$ cat config.mk
export PLATFORM = sky130hd
export DESIGN_NAME = mem_channel_arbiter
export DESIGN_NICKNAME = d
export VERILOG_FILES = /design/src/rtl/mem_channel_arbiter.sv
export SDC_FILE = /design/constraint.sdc
export NUM_CORES = 1
export LEC_CHECK = 0
export ABC_AREA = 1
export CORE_AREA = 2 2 85 87
export CTS_BUF_LIST = sky130_fd_sc_hd__clkbuf_16
export CTS_CLUSTER_DIAMETER = 100
export DETAILED_ROUTE_END_ITERATION = 6
export DIE_AREA = 0 0 87 89
export PLACE_DENSITY = 0.79
export REMOVE_ABC_BUFFERS = 1
export SYNTH_ARGS = -nofsm -noshare
export SYNTH_HDL_FRONTEND = slang
export SYNTH_SLANG_ARGS = --single-unit
$ cat constraint.sdc
create_clock -name clock -period 1.81 [get_ports clock]
set_input_delay 0.2715 -clock clock [delete_from_list [all_inputs] [get_ports clock]]
set_output_delay 0.2715 -clock clock [all_outputs]
set_load 0.005 [all_outputs]
$ cat src/rtl/mem_channel_arbiter.sv
// Round-robin arbiter that shares one single-port memory between two request channels.
// Each access is serialised through IDLE -> ISSUE -> RESP, with sticky conflict and timeout flags.
module mem_channel_arbiter #(
    parameter int ADDR_W  = 12,
    parameter int DATA_W  = 8,
    parameter int SIZE_W  = 4,
    parameter int TIMEOUT = 255
) (
    input  logic                clock,
    input  logic                reset,
    input  logic [1:0]          ch_oe,
    input  logic [1:0]          ch_we,
    input  logic [2*ADDR_W-1:0] ch_addr,
    input  logic [2*DATA_W-1:0] ch_wdata,
    input  logic [2*SIZE_W-1:0] ch_size,
    output logic [2*DATA_W-1:0] ch_rdata,
    output logic [1:0]          ch_datardy,
    output logic                mem_oe,
    output logic                mem_we,
    output logic [ADDR_W-1:0]   mem_addr,
    output logic [DATA_W-1:0]   mem_wdata,
    output logic [SIZE_W-1:0]   mem_size,
    input  logic [DATA_W-1:0]   mem_rdata,
    input  logic                mem_datardy,
    output logic                busy,
    output logic                err_conflict,
    output logic                err_timeout
);

    localparam int CNT_W = 16;
    localparam logic [CNT_W-1:0] CNT_LAST = CNT_W'(TIMEOUT - 1);

    typedef enum logic [1:0] {
        IDLE  = 2'd0,
        ISSUE = 2'd1,
        RESP  = 2'd2
    } state_t;

    state_t             state;
    state_t             state_next;
    logic [1:0]         valid;
    logic               pick;
    logic               grant;
    logic               last_grant;
    logic [CNT_W-1:0]   cnt;
    logic [DATA_W-1:0]  rdata_q;
    logic               timed_out;

    // A channel driving oe and we together is malformed and never considered for a grant.
    assign valid = ch_oe ^ ch_we;
    assign pick  = (valid == 2'b11) ? ~last_grant : valid[1];
    assign busy  = (state != IDLE);

    // NOTE: every signal assigned in an always_comb gets a default first, so no path leaves it
    // unassigned and no latch is inferred.
    always_comb begin
        state_next = state;
        timed_out  = 1'b0;
        case (state)
            IDLE:    if (|valid) state_next = ISSUE;
            ISSUE: begin
                if (mem_datardy) begin
                    state_next = RESP;
                end else if (cnt == CNT_LAST) begin
                    state_next = RESP;
                    timed_out  = 1'b1;
                end
            end
            RESP:    state_next = IDLE;
            default: state_next = IDLE;
        endcase
    end

    // NOTE: sequential state uses non-blocking assignments so every register samples the
    // pre-edge values, independent of statement order.
    always_ff @(posedge clock or negedge reset) begin
        if (!reset) begin
            state <= IDLE;
        end else begin
            state <= state_next;
        end
    end

    always_ff @(posedge clock or negedge reset) begin
        if (!reset) begin
            grant        <= 1'b0;
            last_grant   <= 1'b1;
            cnt          <= '0;
            rdata_q      <= '0;
            mem_oe       <= 1'b0;
            mem_we       <= 1'b0;
            mem_addr     <= '0;
            mem_wdata    <= '0;
            mem_size     <= '0;
            err_conflict <= 1'b0;
            err_timeout  <= 1'b0;
        end else begin
            err_conflict <= err_conflict | (|(ch_oe & ch_we));
            case (state)
                IDLE: begin
                    if (|valid) begin
                        grant      <= pick;
                        last_grant <= pick;
                        cnt        <= '0;
                        mem_oe     <= ch_oe[pick];
                        mem_we     <= ch_we[pick];
                        mem_addr   <= pick ? ch_addr[2*ADDR_W-1:ADDR_W]   : ch_addr[ADDR_W-1:0];
                        mem_wdata  <= pick ? ch_wdata[2*DATA_W-1:DATA_W] : ch_wdata[DATA_W-1:0];
                        mem_size   <= pick ? ch_size[2*SIZE_W-1:SIZE_W]   : ch_size[SIZE_W-1:0];
                    end
                end
                ISSUE: begin
                    cnt <= cnt + 1'b1;
                    if (mem_datardy) begin
                        rdata_q <= mem_oe ? mem_rdata : '0;
                        mem_oe  <= 1'b0;
                        mem_we  <= 1'b0;
                    end else if (timed_out) begin
                        rdata_q     <= '0;
                        mem_oe      <= 1'b0;
                        mem_we      <= 1'b0;
                        err_timeout <= 1'b1;
                    end
                end
                default: ;
            endcase
        end
    end

    // Completion is decoded from RESP so it is exactly one cycle wide and only on the granted lane.
    always_comb begin
        ch_datardy = 2'b00;
        ch_rdata   = '0;
        if (state == RESP) begin
            if (grant) begin
                ch_datardy                  = 2'b10;
                ch_rdata[2*DATA_W-1:DATA_W] = rdata_q;
            end else begin
                ch_datardy          = 2'b01;
                ch_rdata[DATA_W-1:0] = rdata_q;
            end
        end
    end

endmodule

==> impl_metrics.yaml, run 1 <==
floorplan:
  rows: 30
  die_y_um: 89
  die_x_um: 87
  ioPinCount: 110
  initial_core_util_pct: 44.5
  die_area_mm2: 0.00774
  coreArea_mm2: 0.00672
synthesis:
  async_flop_share_pct: 100
  synthCells: 400
  synth_cell_type_count: 26
  synth_area_leader_cell: "dfrtp_1"
  yosys_warnings: 0
  seq_area_frac_synth_pct: 46.9
  ys_top_cells_by_area: "dfrtp_1 (46%), nand2_1 (13%), nor2_1 (8.3%)"
  synth_edf_count: 0
  synth_ff_type: "dfrtp_1"
  synth.avg_cell_area_um2: 7.48
  yosys_register_bits: 56
  synth_top_area_share_pct: 46.0
  syn_area_mm2: 0.00299
setup_path:
  reg2regPathDepth: 8
  cp-end-kind: "primary output"
  crit_type: "flip-flop to primary output"
  worstPathMaxFanout: 5
  crit_arrival_ps: 1460
  start_kind: "flip-flop"
  r2r_start: "state[1]$_DFFE_PN0P_"
  worst_r2r_endpoint: "mem_addr[5]$_DFFE_PN0P_"
  required_ps: 1540
  r2r_slack_ps: 220
clocking:
  cts_root_buf: "clkbuf_16"
  cts.htree.levels: 2
  cts_tree: "done"
  cts.sinks: 56
  path_clk_slew_ps: 70
  clock_latency_ps: 290
  cts_made_buffers: 5
  cts_buffer_depth: 2
placed_design:
  port_buffers: 109
  dpl.cell_count: 587
  placed_cell_area_mm2: 0.00420
  gp_congestion: 0.866
  dp_hpwl_um: 6000
sta:
  drv_slew: 0
  hold_slack_ps: 469
  fin_skew_ps: 3.84
  tightest_slew_ps: 306
  setup_viol: 0
  hold_viol: 0
  fin_crit_sh_pct: 95.7
  max_freq_ghz: 0.578
  period_minus_slack_ps: 1730
  rsz0062_at_grt: "true"
  max_slew_margin_pct: 79.5
power_and_ir_drop:
  powerDensity_mw_per_mm2: 1270
  seqPwrFrac_pct: 35.5
  p_switching_uw: 2070
  power.internal_uw: 3490
  pwr-share-comb_pct: 47.2
  p_leak_uw: 0.00205
  clockPowerShare_pct: 17.3
  finalPower_uw: 5550
  peakVddDrop_uv: 727
  switching_share_pct: 37.2
hold_path:
  holdPathStages: 2
  hold_start: "last_grant$_DFFE_PN1P_"
  holdCritPathClass: "flip-flop to flip-flop"
  hold_end: "last_grant$_DFFE_PN1P_"
layout:
  layout_common_cells: "nand2_1 (103), clkdlybuf4s50_1 (89), nor2_1 (61)"
  finalNetCount: 590
  fin_area_mm2: 0.00437
  area_growth_pct: 46.3
  antenna_cells: 0
  final_cell_count_no_fill: 604
  drive_gt1_share_pct: 12.2
  layout_commonest_cell: "nand2_1"
global_routing:
  grt_pass1_wl_um: 13700
  antenna_found_initial: 0
  grtUsageTotal_pct: 22.4
  grt_max_degree: 57
  gr-total-overflow: 0
  grt_pass1_vias: 3064
route:
  wirelength_um: 8190
  drc: 0
  ant_nets: 0
  via_per_inst: 5.01
  wl_per_cell_um: 13.6
  drtPass1Iterations: 4
  drt-initial-drc-count: 180
  vias: 3027
status:
  status: "finished, final reports clean"
flow_run:
  drv_cap: 0
-- stage by stage --
stage	TNS, ps	utilization [%]	setup slack [ps]
after floorplan	-2250	-	-96.8
after global placement	-963	62.5	-90.0
after detailed placement	-2390	62.5	-128
after CTS	0	65.2	15.4
after global routing	-23.9	65.1	-12.5
final	0	65.1	78.5
-- flip-flops by register name, indices dropped and copies added, names as in the netlist --
register	count
cnt	16
err_conflict	1
err_timeout	1
grant	1
last_grant	1
mem_addr	12
mem_oe	1
mem_size	4
mem_wdata	8
mem_we	1
rdata_q	8
state	2
-- worst max-delay path by stage --
stage,startpoint,to,cells after the start
floorplan,ch_oe[0],mem_addr[0]$_DFFE_PN0P_,6
global placement,ch_oe[0],cnt[10]$_DFFE_PN0P_,7
detailed placement,ch_oe[0],cnt[10]$_DFFE_PN0P_,7
CTS,state[1]$_DFFE_PN0P_,ch_rdata[15],8
global route,state[1]$_DFFE_PN0P_,ch_rdata[6],8
finish,state[1]$_DFFE_PN0P_,ch_rdata[15],8
-- critical path: stages (launching register included) --
cell,delay (ps)
dfrtp_1,360
inv_2,50
nor2_2,110
inv_2,60
nor2_2,140
inv_2,80
buf_4,150
nor2_1,80
clkbuf_2,120
-- layer usage --
metal	global-route usage, %	vias to the layer above	routed length [um]
li1	-	1515	-
met1	27.1	1383	3440
met2	37.2	116	3790
met3	8.22	13	810
met4	7.81	0	139
met5	0	-	0
-- power groups by stage --
stage	clock network [uW]	logic (uW)	registers, uW
CTS	979	2610	1970
detailed placement	0	2550	1980
finish	959	2620	1970
floorplan	0	1120	1990
global route	1020	2940	2020
global placement	0	2490	1970
-- cell families (layout without fill, tap and decap cells) --
logic type | Yosys count | after routing | share of synthesized area [%]
simple gates | 206 | 206 | 29.0
compound gates | 74 | 74 | 13.0
buf+inv | 60 | 184 | 9.41
flops | 56 | 56 | 46.9
fa+ha+maj | 4 | 4 | 1.67
-- cell usage after synthesis (all sizes together) (4+ instances only) --
library cell and instances:
a21oi 5, buf 10, clkbuf 4, dfrtp 55, ha 4, inv 46, nand2 108, nand3 14
nand4 11, nor2 72, o21ai 67
-- area by class of cell --
| cell class | instances | area, um2 |
|---|---|---|
| flip-flops and latches | 56 | 1400 |
| repair buffers | 130 | 1230 |
| inverters | 46 | 178 |
| multi-input cells | 284 | 1320 |
| fillers | 585 | 2340 |
| well taps | 80 | 100 |
| clock inverters | 3 | 18.8 |
| clock buffers | 5 | 125 |
-- what timing repair did --
action / in CTS / in global routing
setup buffers: 6 / 2
hold buffers: 1 / 0
gates resized for setup: 24 / 24
pin swaps: 0 / 4
endpoints found under the hold margin: 55 / 0
endpoints found under the setup margin: 16 / 10
cloned: 0 / 0
No activity file was read; power rests on OpenSTA's default activity.
==> run 2: changes to the inputs <==
CORE_AREA = 2 2 90 92   (was 2 2 85 87)
DIE_AREA = 0 0 92 94   (was 0 0 87 89)
PLACE_DENSITY = 0.72   (was 0.79)
==> run 2 against run 1 <==
- combinational power hardly changed
- clock power down 1%
- hold slack improved by 2.4 ps
- sequential share of layout area shrank 0.51 points
- cell area up 1.6%
- routed wire length shrank 0.64%
- non-clock buffer count grew 5
- via count decreased by 1.1%
- register-to-register slack improved by 60 ps
==> impl_metrics.yaml, run 2 (synthesis gave the netlist of run 1 again) <==
setup_path:
  r2r_start: "cnt[1]$_DFFE_PN0P_"
  crit_path_end: "ch_rdata[6]"
  path_buf_inv: 6
  cp.depth: 9
  r2r_slack_ps: 280
  path_delay_family: "buffers and inverters"
  cp-end-kind: "primary output"
  crit_arrival_ps: 1500
  startpoint: "state[1]$_DFFE_PN0P_"
  critPathMaxStageDelay_ps: 370
  crit_slowest_cell: "dfrtp_1"
  worstPathMaxFanout: 5
  required_ps: 1540
  crit_chain: "inv_2, nor2_4, inv_2, nor2_4, inv_4, buf_4, buf_4, nor2_2, buf_2"
  worst_r2r_endpoint: "cnt[6]$_DFFE_PN0P_"
  crit_type: "flip-flop to primary output"
  start_kind: "flip-flop"
  reg2regPathDepth: 8
clocking:
  cts_made_buffers: 5
  clock_latency_ps: 290
  cts.htree.levels: 2
  cts.sinks: 56
  path_clk_slew_ps: 70
  cts_tree: "done"
  cts_root_buf: "clkbuf_16"
  cts_buffer_depth: 2
power_and_ir_drop:
  p_switching_uw: 2080
  seqPwrFrac_pct: 35.7
  peakVddDrop_uv: 674
  powerDensity_mw_per_mm2: 1260
  power.internal_uw: 3500
  switching_share_pct: 37.3
  p_leak_uw: 0.00208
  clockPowerShare_pct: 17.0
  pwr-share-comb_pct: 47.4
layout:
  antenna_cells: 0
  final_core_util_pct: 58.4
  layout_commonest_cell: "nand2_1"
  largestRegisters: "cnt x16, mem_addr x12"
  drive_gt1_share_pct: 12.7
  layout_common_cells: "nand2_1 (103), clkdlybuf4s50_1 (90), nor2_1 (60)"
  regMostFlops: "cnt"
  finalNetCount: 595
  fill_cells: 696
  area_growth_pct: 48.6
  largest_reg_flops: 16
floorplan:
  initial_core_util_pct: 39.3
  die_y_um: 94
  ioPinCount: 110
  die_x_um: 92
  rows: 32
  die_area_mm2: 0.00865
  coreArea_mm2: 0.00761
flow_run:
  drv_cap: 0
placed_design:
  gp_congestion: 0.861
  dp_hpwl_um: 5920
  port_buffers: 109
sta:
  max_slew_margin_pct: 79.5
  fin_crit_sh_pct: 97.8
  hold_viol: 0
  period_minus_slack_ps: 1770
  drv_slew: 0
  timing.setup.tns_ps: 0
  setup_viol: 0
  rsz0062_at_grt: "true"
  fin_skew_ps: 6.49
  max_freq_ghz: 0.565
  tightest_slew_ps: 307
hold_path:
  holdPathStages: 2
  holdCritPathClass: "flip-flop to flip-flop"
route:
  drc: 0
  via_per_inst: 4.75
  drt-initial-drc-count: 129
  drtPass1Iterations: 4
  wl_per_cell_um: 12.9
  wirelength_um: 8130
  vias: 2995
  ant_nets: 0
status:
  status: "finished, final reports clean"
global_routing:
  grt_pass1_vias: 2940
  grtUsageTotal_pct: 19.2
  antenna_found_initial: 0
  grt_max_degree: 57
  gr-total-overflow: 0
  grt_pass1_wl_um: 13400
run 2: cell types whose count changed in the layout (fill, tap and decap cells not counted), sizes merged:
cell and delta:
buf +2, clkbuf +1, clkdlybuf4s50 +1, clkinv -1, clkinvlp -2, dlygate4sd2 +2, dlymetal6s2s -1, inv +3
run 2: cell type report:
class                   count  area (um2)  share of cell area [%]
clock inverters             3        16.3                   0.366
repair buffers            135        1260                    28.4
well taps                 102         128                    2.87
clock buffers               5         125                    2.82
inverters                  46         180                    4.05
flip-flops and latches     56        1400                    31.6
multi-input cells         284        1330                    30.0
run 2: worst register-to-register path, cell delays in order, from the launching register on:
cell	delay (ps)
dfrtp_1	420
ha_1	200
nand2_1	80
nor2_1	210
nand2_1	150
nor2_1	160
nand3_1	90
nand2_1	70
inv_1	30
run 2: repair_timing:
item / in CTS / in global routing
hold buffers: 1 / 0
setup endpoints to repair: 16 / 17
gates resized for setup: 28 / 16
endpoints found under the hold margin: 54 / 0
gates cloned: 0 / 0
pin swaps: 2 / 3
setup buffers: 6 / 3
run 2: power by group through the flow:
stage                     Clock (uW)  Sequential (uW)  Combinational, uW
after floorplan                    0             1990               1120
after global placement             0             1980               2490
after detailed placement           0             1970               2550
after CTS                        973             1980               2600
after global routing            1020             2040               2960
final                            947             1990               2640
run 2: worst min-delay path by stage:
| stage | from | endpoint | slack (ps) |
|---|---|---|---|
| floorplan | reset | cnt[0]$_DFFE_PN0P_ | -20 |
| global placement | reset | cnt[15]$_DFFE_PN0P_ | 300 |
| detailed placement | reset | cnt[6]$_DFFE_PN0P_ | 300 |
| CTS | last_grant$_DFFE_PN1P_ | last_grant$_DFFE_PN1P_ | 480 |
| global route | rdata_q[2]$_DFFE_PN0P_ | rdata_q[2]$_DFFE_PN0P_ | 500 |
| finish | last_grant$_DFFE_PN1P_ | last_grant$_DFFE_PN1P_ | 470 |
run 2: per-layer routing:
layer	vias up	part of all wire [%]	track usage [%]
met4	0	1.1	4.10
met5	-	0	0
met2	125	46	30.6
li1	1520	-	-
met1	1343	45	26.1
met3	7	8.4	5.86
run 2: stage by stage:
| stage | instance area (um2) | cells | power [uW] | setup slack, ps | hold slack [ps] |
|---|---|---|---|---|---|
| 6_report | 4440 | 631 | 5580 | 40.1 | 471 |
| 5_1_grt | 4440 | 631 | 6020 | -36.1 | 498 |
| 4_1_cts | 4430 | 628 | 5550 | -82.8 | 477 |
| 3_5_place_dp | 4250 | 613 | 4520 | -99.6 | 299 |
| 3_3_place_gp | 4250 | 613 | 4470 | -82.7 | 300 |
| 2_1_floorplan | 2890 | 386 | 3110 | -96.8 | -24.1 |
==> run 3: changes to the inputs <==
CORE_AREA = 2 2 88 90   (was 2 2 90 92)
CTS_BUF_LIST = sky130_fd_sc_hd__clkbuf_8   (was sky130_fd_sc_hd__clkbuf_16)
DIE_AREA = 0 0 90 92   (was 0 0 92 94)
PLACE_DENSITY = 0.78   (was 0.72)
clock period = 1.62 ns   (was 1.81 ns; I/O delays follow)
==> run 3 against run 2 <==
- the run now ends with negative setup slack left
- power increased by 23%
- non-clock buffer count grew 14
- sequential power grew 12%
- flip-flop and latch count unchanged
- cell count increased by 2.5%
- critical path type unchanged
- highest routed layer unchanged
==> impl_metrics.yaml, run 3 (synthesis gave the netlist of run 1 again) <==
status:
  status: "finished, violations left"
  violations: "negative setup slack"
sta:
  drv_slew: 0
  max_slew_margin_pct: 76.4
  setup_viol: 20
  period_minus_slack_ps: 1810
  fin_skew_ps: 12.0
  rsz0062_at_grt: "true"
  tightest_slew_ps: 352
  hold_viol: 0
  timing.setup.tns_ps: -1910
  max_freq_ghz: 0.552
  fin_ws_ps: -190
  fin_crit_sh_pct: 112
hold_path:
  holdCritPathClass: "primary input to flip-flop"
clocking:
  path_clk_slew_ps: 110
  clock_latency_ps: 320
  cts_tree: "done"
  cts_made_buffers: 5
  cts_root_buf: "clkbuf_8"
  cts.sinks: 56
  cts_buffer_depth: 2
  cts.htree.levels: 2
route:
  vias: 3285
  drt-initial-drc-count: 262
  drc: 0
  wirelength_um: 9340
  via_per_inst: 5.08
  wl_per_cell_um: 14.4
  ant_nets: 0
  drtPass1Iterations: 4
floorplan:
  rows: 32
  die_area_mm2: 0.00828
  ioPinCount: 110
  die_y_um: 92
  coreArea_mm2: 0.00745
  die_x_um: 90
  initial_core_util_pct: 40.2
setup_path:
  start_kind: "flip-flop"
  cp-end-kind: "primary output"
  crit_arrival_ps: 1570
  required_ps: 1380
  crit_type: "flip-flop to primary output"
  startpoint: "state[1]$_DFFE_PN0P_"
  reg2regPathDepth: 11
  r2r_slack_ps: -60
  worst_r2r_endpoint: "cnt[12]$_DFFE_PN0P_"
  crit_path_end: "ch_rdata[11]"
  worstPathMaxFanout: 4
  r2r_start: "state[1]$_DFFE_PN0P_"
power_and_ir_drop:
  switching_share_pct: 38.4
  powerDensity_mw_per_mm2: 1460
  power.internal_uw: 4240
  p_leak_uw: 0.00221
  peakVddDrop_uv: 764
  finalPower_uw: 6890
  clockPowerShare_pct: 13.5
  pwr-share-comb_pct: 54.1
  p_switching_uw: 2650
  seqPwrFrac_pct: 32.3
layout:
  final_core_util_pct: 63.5
  antenna_cells: 0
  largestRegisters: "cnt x16, mem_addr x12"
  layout_common_cells: "nand2_1 (101), clkdlybuf4s50_1 (85), dfrtp_1 (55)"
  fin_area_mm2: 0.00473
  finalNetCount: 611
  area_growth_pct: 58.0
  drive_gt1_share_pct: 20.0
  regMostFlops: "cnt"
  layout_commonest_cell: "nand2_1"
  largest_reg_flops: 16
global_routing:
  grt_max_degree: 57
  grt_pass1_vias: 3074
  grt_pass1_wl_um: 13800
  grtUsageTotal_pct: 20.3
  antenna_found_initial: 0
  gr-total-overflow: 0
placed_design:
  placed_cell_area_mm2: 0.00425
  gp_congestion: 0.888
  dp_hpwl_um: 5730
  place_ws_ps: -331
  port_buffers: 109
flow_run:
  drv_cap: 0
run 3: cell types whose count changed in the layout (fill, tap and decap cells not counted), moves of 4 or more:
cell             change
buf_2               +13
buf_4                -7
buf_6               +18
clkbuf_8             +5
clkdlybuf4s50_1      -5
dlygate4sd2_1       -10
dlymetal6s2s_1       +4
nor2_1               -9
nor2_4               +6
o21ai_0             -12
o21ai_1             +11
run 3: cell type report:
cell class                 count  area, um2
clock buffer                   5       68.8
clock inverter                 3       42.5
fill                         612       2720
inverter                      46        185
multi-input combinational    284       1420
sequential                    56       1400
tap                          102        128
timing repair buffer         149       1460
timing repair inverter         2       12.5
run 3: through the flow:
step	hold slack, ps	std cells
floorplan	-52.6	386
global placement	270	612
detailed placement	270	612
CTS	468	633
global route	338	647
finish	339	647
run 3: how the worst min path moves through the flow:
stage | slack (ps) | startpoint | depth (start not counted) | endpoint
after global placement | 270 | reset | 2 | cnt[6]$_DFFE_PN0P_
after floorplan | -50 | reset | 0 | cnt[0]$_DFFE_PN0P_
after CTS | 470 | reset | 3 | mem_size[1]$_DFFE_PN0P_
after global routing | 340 | ch_we[1] | 3 | err_conflict$_DFF_PN0_
final | 340 | ch_we[1] | 3 | err_conflict$_DFF_PN0_
after detailed placement | 270 | reset | 2 | cnt[11]$_DFFE_PN0P_
run 3: power groups by stage:
stage / clock [uW] / sequential (uW) / combinational [uW]
2_1_floorplan: 0 / 2230 / 1250
3_3_place_gp: 0 / 2190 / 2820
3_5_place_dp: 0 / 2200 / 2900
4_1_cts: 953 / 2190 / 3090
5_1_grt: 1010 / 2280 / 4070
6_report: 933 / 2220 / 3730
run 3: repair_timing:
| action | CTS | global route |
|---|---|---|
| pin swaps | 7 | 13 |
| cloned | 0 | 4 |
| setup endpoints to repair | 20 | 44 |
| setup buffers | 14 | 12 |
| gates resized for setup | 87 | 60 |
| hold endpoints to repair | 55 | 0 |
| hold buffers | 1 | 0 |
run 3: layer usage:
metal / track usage [%] / up-vias / share of wire (%) / wire length (um)
met3: 6.98 / 30 / 8.2 / 766
met2: 34.2 / 148 / 49 / 4550
li1: - / 1556 / - / -
met4: 6.03 / 0 / 3.3 / 312
met1: 24.6 / 1551 / 40 / 3710
met5: 0 / - / 0 / 0
run 3: worst max-delay path, cell delays in order (launching register included):
cell     delay (ps)
dfrtp_1         410
inv_2            60
nor2_2          110
inv_2            70
nor2_4          120
inv_4            60
buf_6           110
buf_6           100
nor2_1           80
buf_2           120
